===== src/rtl/interrupt_controller_if.sv =====
// Interrupt controller bus bundle.
// Groups the interrupt request lines, the CPU register-write port, the
// instruction-retire strobes, the CPU req/ack handshake and the register
// readbacks.
//   master : CPU/system side, drives requests, writes, strobes and ack.
//   slave  : interrupt controller, drives readbacks, request and vector.
interface interrupt_controller_if #(
  parameter int unsigned NUM_SOURCES = 5
);
  logic [NUM_SOURCES-1:0] iIrqLines;
  logic                   iMcuWe;
  logic                   iMcuRegSelect;
  logic [7:0]             iMcuWriteData;
  logic                   iEi;
  logic                   iDi;
  logic                   iReti;
  logic                   iEof;
  logic                   iIrqAck;
  logic [7:0]             oIf;
  logic [7:0]             oIe;
  logic                   oIme;
  logic                   oIrqReq;
  logic [7:0]             oIrqVector;
  logic                   oWakeup;
  logic                   oInterrupt;

  modport master (
    output iIrqLines, iMcuWe, iMcuRegSelect, iMcuWriteData,
           iEi, iDi, iReti, iEof, iIrqAck,
    input  oIf, oIe, oIme, oIrqReq, oIrqVector, oWakeup, oInterrupt
  );

  modport slave (
    input  iIrqLines, iMcuWe, iMcuRegSelect, iMcuWriteData,
           iEi, iDi, iReti, iEof, iIrqAck,
    output oIf, oIe, oIme, oIrqReq, oIrqVector, oWakeup, oInterrupt
  );
endinterface


===== src/rtl/interrupt_controller.sv =====
// Interrupt controller: holds IF, IE and the master enable IME, picks the
// lowest-numbered pending request and presents it with its vector to the
// CPU over a req/ack handshake. oInterrupt stays high from the dispatch
// until the next end-of-instruction so the timer can charge the dispatch.
// Ports:
//   iClock  system clock (posedge)
//   iReset  asynchronous active-low reset
//   bus     slave side of interrupt_controller_if
//           in : iIrqLines, iMcuWe, iMcuRegSelect, iMcuWriteData,
//                iEi, iDi, iReti, iEof, iIrqAck
//           out: oIf, oIe, oIme, oIrqReq, oIrqVector, oWakeup, oInterrupt
module interrupt_controller #(
  parameter int unsigned NUM_SOURCES   = 5,
  parameter logic [7:0]  VECTOR_BASE   = 8'h40,
  parameter logic [7:0]  VECTOR_STRIDE = 8'h08
) (
  input logic                   iClock,
  input logic                   iReset,
  interrupt_controller_if.slave bus
);

  localparam int unsigned SRC_W = NUM_SOURCES;
  localparam int unsigned IDX_W = (NUM_SOURCES > 1) ? $clog2(NUM_SOURCES) : 1;

  typedef enum logic [1:0] {
    IDLE     = 2'd0,
    PENDING  = 2'd1,
    DISPATCH = 2'd2,
    WAIT_EOF = 2'd3
  } stateT;

  stateT            rState, stateNext;
  logic [SRC_W-1:0] rIf, ifNext;
  logic [7:0]       rIe, ieNext;
  logic             rIme, imeNext;
  logic             rEiPend, eiPendNext;
  logic [IDX_W-1:0] rIdx, idxNext;
  logic             rIrqReq, reqNext;
  logic [7:0]       rVector, vectorNext;
  logic             rWakeup, wakeupNext;
  logic             rInterrupt, interruptNext;

  logic [SRC_W-1:0] wPend;
  logic [SRC_W-1:0] pendNext;
  logic             ackTaken;
  logic [7:0]       ifRead;

  // Lowest set bit wins (bit 0 is highest priority).
  function automatic logic [IDX_W-1:0] lowestIdx(input logic [SRC_W-1:0] v);
    lowestIdx = '0;
    for (int i = int'(SRC_W) - 1; i >= 0; i--) begin
      if (v[i]) lowestIdx = IDX_W'(i);
    end
  endfunction

  function automatic logic [7:0] vecOf(input logic [IDX_W-1:0] idx);
    vecOf = VECTOR_BASE + 8'(idx) * VECTOR_STRIDE;
  endfunction

  assign wPend = rIf & rIe[SRC_W-1:0];

  // State register and registered outputs.
  always_ff @(posedge iClock or negedge iReset) begin
    if (!iReset) begin
      rState     <= IDLE;
      rIf        <= '0;
      rIe        <= '0;
      rIme       <= 1'b0;
      rEiPend    <= 1'b0;
      rIdx       <= '0;
      rIrqReq    <= 1'b0;
      rVector    <= VECTOR_BASE;
      rWakeup    <= 1'b0;
      rInterrupt <= 1'b0;
    end else begin
      rState     <= stateNext;
      rIf        <= ifNext;
      rIe        <= ieNext;
      rIme       <= imeNext;
      rEiPend    <= eiPendNext;
      rIdx       <= idxNext;
      rIrqReq    <= reqNext;
      rVector    <= vectorNext;
      rWakeup    <= wakeupNext;
      rInterrupt <= interruptNext;
    end
  end

  // Register updates, IME sequencing, FSM next state and next outputs.
  always_comb begin
    stateNext     = rState;
    ifNext        = rIf;
    ieNext        = rIe;
    imeNext       = rIme;
    eiPendNext    = rEiPend;
    idxNext       = rIdx;
    vectorNext    = VECTOR_BASE;
    pendNext      = '0;
    ackTaken      = 1'b0;
    reqNext       = 1'b0;
    wakeupNext    = 1'b0;
    interruptNext = 1'b0;

    if (bus.iMcuWe && bus.iMcuRegSelect) ieNext = bus.iMcuWriteData;

    // Write, then dispatch clear, then new pulses: a pulse always survives.
    if (bus.iMcuWe && !bus.iMcuRegSelect) ifNext = bus.iMcuWriteData[SRC_W-1:0];
    if (rState == DISPATCH) ifNext = ifNext & ~(SRC_W'(1) << rIdx);
    ifNext   = ifNext | bus.iIrqLines;
    pendNext = ifNext & ieNext[SRC_W-1:0];

    ackTaken = (rState == PENDING) && bus.iIrqAck;

    // EI takes effect at the end of the following instruction, not its own.
    if (rEiPend && bus.iEof) begin
      imeNext    = 1'b1;
      eiPendNext = 1'b0;
    end
    if (bus.iEi)   eiPendNext = 1'b1;
    if (bus.iReti) imeNext    = 1'b1;
    if (ackTaken || (rState == DISPATCH)) begin
      imeNext    = 1'b0;
      eiPendNext = 1'b0;
    end
    if (bus.iDi) begin
      imeNext    = 1'b0;
      eiPendNext = 1'b0;
    end

    case (rState)
      IDLE: begin
        // Only raise a request that will still be pending when it is seen.
        if (rIme && (wPend != '0) && (pendNext != '0) && imeNext) stateNext = PENDING;
      end
      PENDING: begin
        if (ackTaken) begin
          stateNext = DISPATCH;
          idxNext   = lowestIdx(wPend);
        end else if (!imeNext || (pendNext == '0)) begin
          stateNext = IDLE;
        end
      end
      DISPATCH: stateNext = WAIT_EOF;
      WAIT_EOF: if (bus.iEof) stateNext = IDLE;
      default:  stateNext = IDLE;
    endcase

    // Outputs are registered from next-cycle values so they line up with state.
    case (stateNext)
      PENDING:            vectorNext = vecOf(lowestIdx(pendNext));
      DISPATCH, WAIT_EOF: vectorNext = vecOf(idxNext);
      default:            vectorNext = VECTOR_BASE;
    endcase
    reqNext       = (stateNext == PENDING);
    interruptNext = (stateNext == DISPATCH) || (stateNext == WAIT_EOF);
    wakeupNext    = (pendNext != '0);
  end

  // Unimplemented IF bits read as 1.
  always_comb begin
    ifRead            = 8'hFF;
    ifRead[SRC_W-1:0] = rIf;
  end

  assign bus.oIf        = ifRead;
  assign bus.oIe        = rIe;
  assign bus.oIme       = rIme;
  assign bus.oIrqReq    = rIrqReq;
  assign bus.oIrqVector = rVector;
  assign bus.oWakeup    = rWakeup;
  assign bus.oInterrupt = rInterrupt;

endmodule


===== src/flat_wrapper.sv =====
// flat-port wrapper written by rule: the top's interface ports become plain ports
module interrupt_controller_flat 
#(
  parameter int unsigned NUM_SOURCES   = 5,
  parameter logic [7:0]  VECTOR_BASE   = 8'h40,
  parameter logic [7:0]  VECTOR_STRIDE = 8'h08
)
  (iClock, iReset, bus_iIrqLines, bus_iMcuWe, bus_iMcuRegSelect, bus_iMcuWriteData, bus_iEi, bus_iDi, bus_iReti, bus_iEof, bus_iIrqAck, bus_oIf, bus_oIe, bus_oIme, bus_oIrqReq, bus_oIrqVector, bus_oWakeup, bus_oInterrupt);
  interrupt_controller_if #(.NUM_SOURCES(NUM_SOURCES)) bus_i ();
  input logic iClock;
  input logic iReset;
  input wire logic [$bits(bus_i.iIrqLines)-1:0] bus_iIrqLines;
  input wire logic [$bits(bus_i.iMcuWe)-1:0] bus_iMcuWe;
  input wire logic [$bits(bus_i.iMcuRegSelect)-1:0] bus_iMcuRegSelect;
  input wire logic [$bits(bus_i.iMcuWriteData)-1:0] bus_iMcuWriteData;
  input wire logic [$bits(bus_i.iEi)-1:0] bus_iEi;
  input wire logic [$bits(bus_i.iDi)-1:0] bus_iDi;
  input wire logic [$bits(bus_i.iReti)-1:0] bus_iReti;
  input wire logic [$bits(bus_i.iEof)-1:0] bus_iEof;
  input wire logic [$bits(bus_i.iIrqAck)-1:0] bus_iIrqAck;
  output wire logic [$bits(bus_i.oIf)-1:0] bus_oIf;
  output wire logic [$bits(bus_i.oIe)-1:0] bus_oIe;
  output wire logic [$bits(bus_i.oIme)-1:0] bus_oIme;
  output wire logic [$bits(bus_i.oIrqReq)-1:0] bus_oIrqReq;
  output wire logic [$bits(bus_i.oIrqVector)-1:0] bus_oIrqVector;
  output wire logic [$bits(bus_i.oWakeup)-1:0] bus_oWakeup;
  output wire logic [$bits(bus_i.oInterrupt)-1:0] bus_oInterrupt;
  assign bus_i.iIrqLines = bus_iIrqLines;
  assign bus_i.iMcuWe = bus_iMcuWe;
  assign bus_i.iMcuRegSelect = bus_iMcuRegSelect;
  assign bus_i.iMcuWriteData = bus_iMcuWriteData;
  assign bus_i.iEi = bus_iEi;
  assign bus_i.iDi = bus_iDi;
  assign bus_i.iReti = bus_iReti;
  assign bus_i.iEof = bus_iEof;
  assign bus_i.iIrqAck = bus_iIrqAck;
  assign bus_oIf = bus_i.oIf;
  assign bus_oIe = bus_i.oIe;
  assign bus_oIme = bus_i.oIme;
  assign bus_oIrqReq = bus_i.oIrqReq;
  assign bus_oIrqVector = bus_i.oIrqVector;
  assign bus_oWakeup = bus_i.oWakeup;
  assign bus_oInterrupt = bus_i.oInterrupt;
  interrupt_controller #(.NUM_SOURCES(NUM_SOURCES), .VECTOR_BASE(VECTOR_BASE), .VECTOR_STRIDE(VECTOR_STRIDE)) u_core (.iClock(iClock), .iReset(iReset), .bus(bus_i));
endmodule

===== config.mk =====
export PLATFORM = sky130hd
export DESIGN_NAME = interrupt_controller_flat
export DESIGN_NICKNAME = d
export VERILOG_FILES = /design/src/rtl/interrupt_controller_if.sv /design/src/rtl/interrupt_controller.sv /design/src/flat_wrapper.sv
export SDC_FILE = /design/constraint.sdc
export NUM_CORES = 1
export LEC_CHECK = 0
export BUFFER_PORTS_ARGS = -buffer_cell sky130_fd_sc_hd__buf_2
export CAP_MARGIN = 10
export CORE_MARGIN = 4
export CORE_UTILIZATION = 48
export CTS_CLUSTER_DIAMETER = 120
export CTS_CLUSTER_SIZE = 40
export DETAILED_ROUTE_END_ITERATION = 8
export GPL_TIMING_DRIVEN = 1
export PLACE_DENSITY = 0.78
export SLEW_MARGIN = 0
export SYNTH_ARGS = -nofsm -noshare
export SYNTH_HDL_FRONTEND = slang
export SYNTH_SLANG_ARGS = --single-unit

===== constraint.sdc =====
create_clock -name iClock -period 2.4 [get_ports iClock]
set_clock_uncertainty 0.15 [all_clocks]
set_input_delay 0.24 -clock iClock [delete_from_list [all_inputs] [get_ports iClock]]
set_output_delay 0.24 -clock iClock [all_outputs]
set_load 0.01 [all_outputs]

Word level (Yosys, flattened, before mapping)
Index checks and enable logic that the tools add are counted.

Flip-flop bits (word level): 31. Bits in latches: 0. Memory bits (writable): 0. Memory bits (read-only): 0. Input bits: 22. Output and inout port bits: 28. Logic and storage cells: 73. Memories: 0.

Add/subtract/negate cells: 2. $mul: 0. Div/mod/pow operators: 0. $lt $le $gt $ge: 0. Equality and inequality tests: 6. Shifts and indexed selects: 1. Multiplexer cells: 30. Bitwise logic cells: 5. Reductions and logical operators: 18.

Operators with widths (count): 3-bit 2-to-1 mux (13); 7-bit by 6-bit adder with 8-bit output (first input constant) (2); 8-bit one-hot mux with 2 select lines (1); 5-bit bitwise AND (3); 5-bit 2-to-1 mux (3); 5-bit nonzero test (2); 2-bit equality test (second input constant) (4); 1-bit 2-to-1 mux (8); 2-bit 2-to-1 mux (4); 2-bit one-hot mux with 4 select lines (1); 1-bit logical AND (7); 5-bit zero test (1); 5-bit NOT (1); 5-bit bitwise OR (1); 1-bit by 3-bit left shift with 5-bit output (first input constant) (1); 2-bit by 1-bit equality test with 1-bit output (second input constant) (2); 4-bit nonzero test (1); 1-bit logical OR (3); 1-bit zero test (2); 2-bit zero test (1); 2-bit OR reduction (1).

Longest topological paths before layout
Word-level depth: 16. Mapped depth: 6.

Least setup slack after synthesis
No wires, ideal clock.

Path kind: reg2reg. From: reg u_core.rState[0]. To: reg u_core.rState[0]. Library setup time: 0.147 ns. Arrival time: 1.681 ns. Data required time: 2.103 ns. Path slack: 0.422 ns. Stages on the path, launching flop included: 7. Buffers on the path: 1. Cells stage by stage: dfrtp_1 -> clkbuf_1 -> or3b_4 -> or4b_4 -> nand3_2 -> o21a_2 -> a41oi_1.

Word-level cells in the longest chain between the ends: 10. Elaborated cells on any way between the ends: 22. Classes of those cells: 3 x eq/ne; 8 x mux; 2 x bitwise; 9 x reduce/logical.

RTL lines: start, declared (line interrupt_controller.sv:32) `stateT rState, stateNext;`; start signal, assigned (line interrupt_controller.sv:76) `rState <= stateNext;`; branches (longest 9 deep; another with 5-bit 2-to-1 mux); 2-bit one-hot mux with 4 select lines (*) (line interrupt_controller.sv:130) `case (rState)`; net u_core.stateNext[0] (line interrupt_controller.sv:32).

Mark *: on every way through the listed nets, which the timed path passes. A chain may end at the register's enable or synchronous reset.

Worst setup path in the final report
Ends and elaborated chain as after synthesis.

==> impl_metrics.csv <==
group,metric,value,unit
run_status,run_status,"finished clean",
synth,avgSynthCellArea,10.3,um^2
global_route,global_route.overflow_total,0,
route,final_antenna_net_count,0,
worst_setup_path,worstSetupStartpointType,"flop",
global_route,grt.total_usage,0.189,
floorplan,chipHeight,61.5,um
synth,synth_most_common_cell,"sky130_fd_sc_hd__dfrtp_1",
floorplan,fp-row-count,19,
synth,postSynthRegisterBits,26,
cts,cts-htree-levels,1,
cts,cts_tree,"done",
cells_and_area,fraction_of_final_layout_cells_sized_beyond_drive_strength_1,0.346,
timing,final.setup.worst_slack,0.352,ns
timing,worst_max_slew_margin_expressed_relative_to_the_limit,0.614,
worst_setup_path,crit_slowest_cell,"sky130_fd_sc_hd__or4b_4",
worst_setup_path,setup.worst_path.end_class,"flop",
floorplan,die_width,61.5,um
cts,cts_resized,0,
timing,final_setup_vio_count,0,
worst_setup_path,cp_data_arrival_time,2.08,ns
power,intPower,858,uW
worst_setup_path,path_class,"reg2reg",
min_path,hold_path_class,"in2reg",
cells_and_area,fin_area,1660,um^2
timing,unrepaired_setup_endpoints_after_global_routing,"false",
synth,yosysWarnings,0,
synth,synth_edf_count,0,
route,drt_first_pass_iters,4,
synth,yosys.area.top_type,"sky130_fd_sc_hd__dfrtp_1",
timing,timing_hold_violations_final,0,
synth,ys_top_cells_by_count,"26 x sky130_fd_sc_hd__dfrtp_1, 14 x sky130_fd_sc_hd__nand2_1, 9 x sky130_fd_sc_hd__nor2_1",
worst_setup_path,worstPathBufferInverterCount,0,
place,pre_cts_ws,0.387,ns
cts,worst_skew_pair.late_latency,0.31,ns
place,routabilityCongestion,0.903,
cts,numClockSinks,26,
power,power_switching_share,0.371,
power,worst_ir_drop_vdd,523,uV
global_route,grt_pass1_vias,1208,
synth,post_synthesis_sequential_area_ratio,0.474,
power,net-switching-power,507,uW
cells_and_area,area_delta_synth_final,20.5,%
worst_setup_path,crit_path_cell_chain,"or3b_4, or4b_4, nand3_2, o21a_2, a41oi_1",
timing,post-route-period-util,0.853,
place,detailed_placement_hpwl,2.49,mm
timing,setup_tns,0,ns
floorplan,core_region_area,2760,um^2
floorplan,floorplan.initialDensity,0.498,
power,static-leakage-power,0.000798,uW
worst_setup_path,reg2reg_setup_slack,0.35,ns
worst_setup_path,cp_slowest_stage_delay,0.50,ns
power,share_seq_of_total_power,0.472,
route,detailroute.wirelength.met2,1.53,mm
worst_setup_path,cp.required,2.43,ns
floorplan,number_of_placed_i_o_pins,50,
cts,post_cts_clock_slew_at_the_launch_and_capture_registers_of_the_worst_setup_and_hold_paths,0.14,ns
worst_setup_path,cp_top_family,"simple AND/OR/NAND/NOR gates",
place,dpl_cell_area,1580,um^2
route,number_of_drc_markers_in_iteration_0,57,
cts,post-cts-setup-buffers,0,
place,port-buffer-count,41,
route,wirelength_met1,1.37,mm
cts,cts-buffers-inserted,3,
route,route.vias.total,1189,
cts,ctsRootBufferMaster,"sky130_fd_sc_hd__clkbuf_4",
timing,fmax,488,MHz
synth,synth_cells,133,
worst_setup_path,critical_path_fanout_max,8,
power,comb_power_share,0.366,
synth,dominantRegCellSynth,"sky130_fd_sc_hd__dfrtp_1",
cells_and_area,diodes,0,
synth,netlist.area_leader.share,0.474,
synth,ys_types,45,
power,clock_power_share,0.161,
route,top_layer_used,"met4",
synth,ys_async_sr_fraction,1.00,
synth,mappedNetlistArea,1370,um^2
route,totalWireLength,3.20,mm
timing,timing.final.crit_period,2.05,ns
global_route,grt_start_max_net_pins,27,
global_route,global_route_wire_length_before_repair,5.34,mm
power,p_per_area,825,nW/um^2
timing,timing_max_transition_violations_final,0,
cells_and_area,fillerInstances,243,
route,drc_violations,0,
cts,postCtsHoldBufs,4,
timing,timing_worst_slew_pin_value,0.580,ns
global_route,initial_antenna_violation_count,0,
route,post_drt_via_cell_ratio,5.66,
floorplan,floorplan.die_area,3780,um^2
route,wl_per_cell,15.3,um
route,routed-wl-met3,291,um
synth,yosys-top-cells-area,"sky130_fd_sc_hd__dfrtp_1 47%, sky130_fd_sc_hd__mux2_2 6.6%, sky130_fd_sc_hd__buf_4 4.4%, sky130_fd_sc_hd__nand2_1 3.8%, sky130_fd_sc_hd__mux2i_1 3.6%",
cts,clk_path_buf_depth,2,
flow_run,max-cap-violations,0,
cells_and_area,final_nets,202,
worst paths after layout:
check                                                    from                             to  depth (start not counted)
min in group asynchronous                              iReset     u_core.rEiPend$_DFFE_PN0P_                          2
worst min-delay path                     bus_iMcuWriteData[7]  u_core.bus.oIe[7]$_DFFE_PN0P_                          2
worst max register to register     u_core.rState[0]$_DFF_PN0_     u_core.rState[0]$_DFF_PN0_                          5
worst max-delay path               u_core.rState[0]$_DFF_PN0_     u_core.rState[0]$_DFF_PN0_                          5
max in group asynchronous                              iReset   u_core.bus.oWakeup$_DFF_PN0_                          2
worst min register to register  u_core.bus.oIe[5]$_DFFE_PN0P_  u_core.bus.oIe[5]$_DFFE_PN0P_                          1
cells by family (layout without fill, tap and decap cells):
family	count (synthesis)	count (layout)	synth area share
AND/OR/NAND/NOR	42	42	0.164
flip-flops	26	26	0.474
multiplexers	13	13	0.102
other	2	8	0.00547
buffers and inverters	17	57	0.0692
AO/OA/AOI/OAI	33	33	0.186
placed cells by master, fill, tap and decap left out, types with 4 or more instances in the layout:
cell type,instances
sky130_fd_sc_hd__nor2_1,9
sky130_fd_sc_hd__buf_2,41
sky130_fd_sc_hd__mux2_2,8
sky130_fd_sc_hd__nand2_1,14
sky130_fd_sc_hd__dfrtp_1,26
sky130_fd_sc_hd__conb_1,8
sky130_fd_sc_hd__dlygate4sd3_1,4
sky130_fd_sc_hd__mux2i_1,5
sky130_fd_sc_hd__inv_1,7
flip-flops by register name, summed over array words and instances, names as in the netlist:
signal                 cells
u_core.bus.oIe             8
u_core.bus.oIme            1
u_core.bus.oInterrupt      1
u_core.bus.oIrqReq         1
u_core.bus.oIrqVector      3
u_core.bus.oWakeup         1
u_core.rEiPend             1
u_core.rIdx                3
u_core.rIf                 5
u_core.rState              2
metal layers:
metal | global-route usage | vias to the layer above
li1 | - | 556
met1 | 0.248 | 565
met2 | 0.323 | 64
met3 | 0.0294 | 4
met4 | 0.0485 | 0
met5 | 0 | -
worst reg2reg max path, stage by stage, from the launching register on:
cell,delay (ns)
sky130_fd_sc_hd__dfrtp_1,0.48
sky130_fd_sc_hd__or3b_4,0.42
sky130_fd_sc_hd__or4b_4,0.50
sky130_fd_sc_hd__nand3_2,0.09
sky130_fd_sc_hd__o21a_2,0.16
sky130_fd_sc_hd__a41oi_1,0.12
metrics by stage:
| stage | instances | total power (uW) | hold WS, ns | utilization |
|---|---|---|---|---|
| after floorplan | 139 | 974 | -0.206 | - |
| after global placement | 202 | 1130 | 0.116 | 0.573 |
| after detailed placement | 202 | 1150 | 0.126 | 0.573 |
| after CTS | 210 | 1370 | 0.000592 | 0.600 |
| after global routing | 210 | 1480 | 0.00152 | 0.600 |
| final | 210 | 1370 | 0.00414 | 0.600 |
power groups by stage:
stage | combinational, uW | clock, uW | sequential, uW
after floorplan | 315 | 0 | 660
after global placement | 485 | 0 | 646
after detailed placement | 495 | 0 | 653
after CTS | 503 | 228 | 643
after global routing | 566 | 246 | 667
final | 500 | 220 | 645
layout make-up:
type	count	area (um^2)	area share
inverter	7	26.3	0.0159
tap	31	38.8	0.0234
multi-input combinational	96	651	0.393
timing repair buffer	46	253	0.153
sequential	26	651	0.393
clock buffer	4	36.3	0.0219
Power figures use the tool's default switching activity.
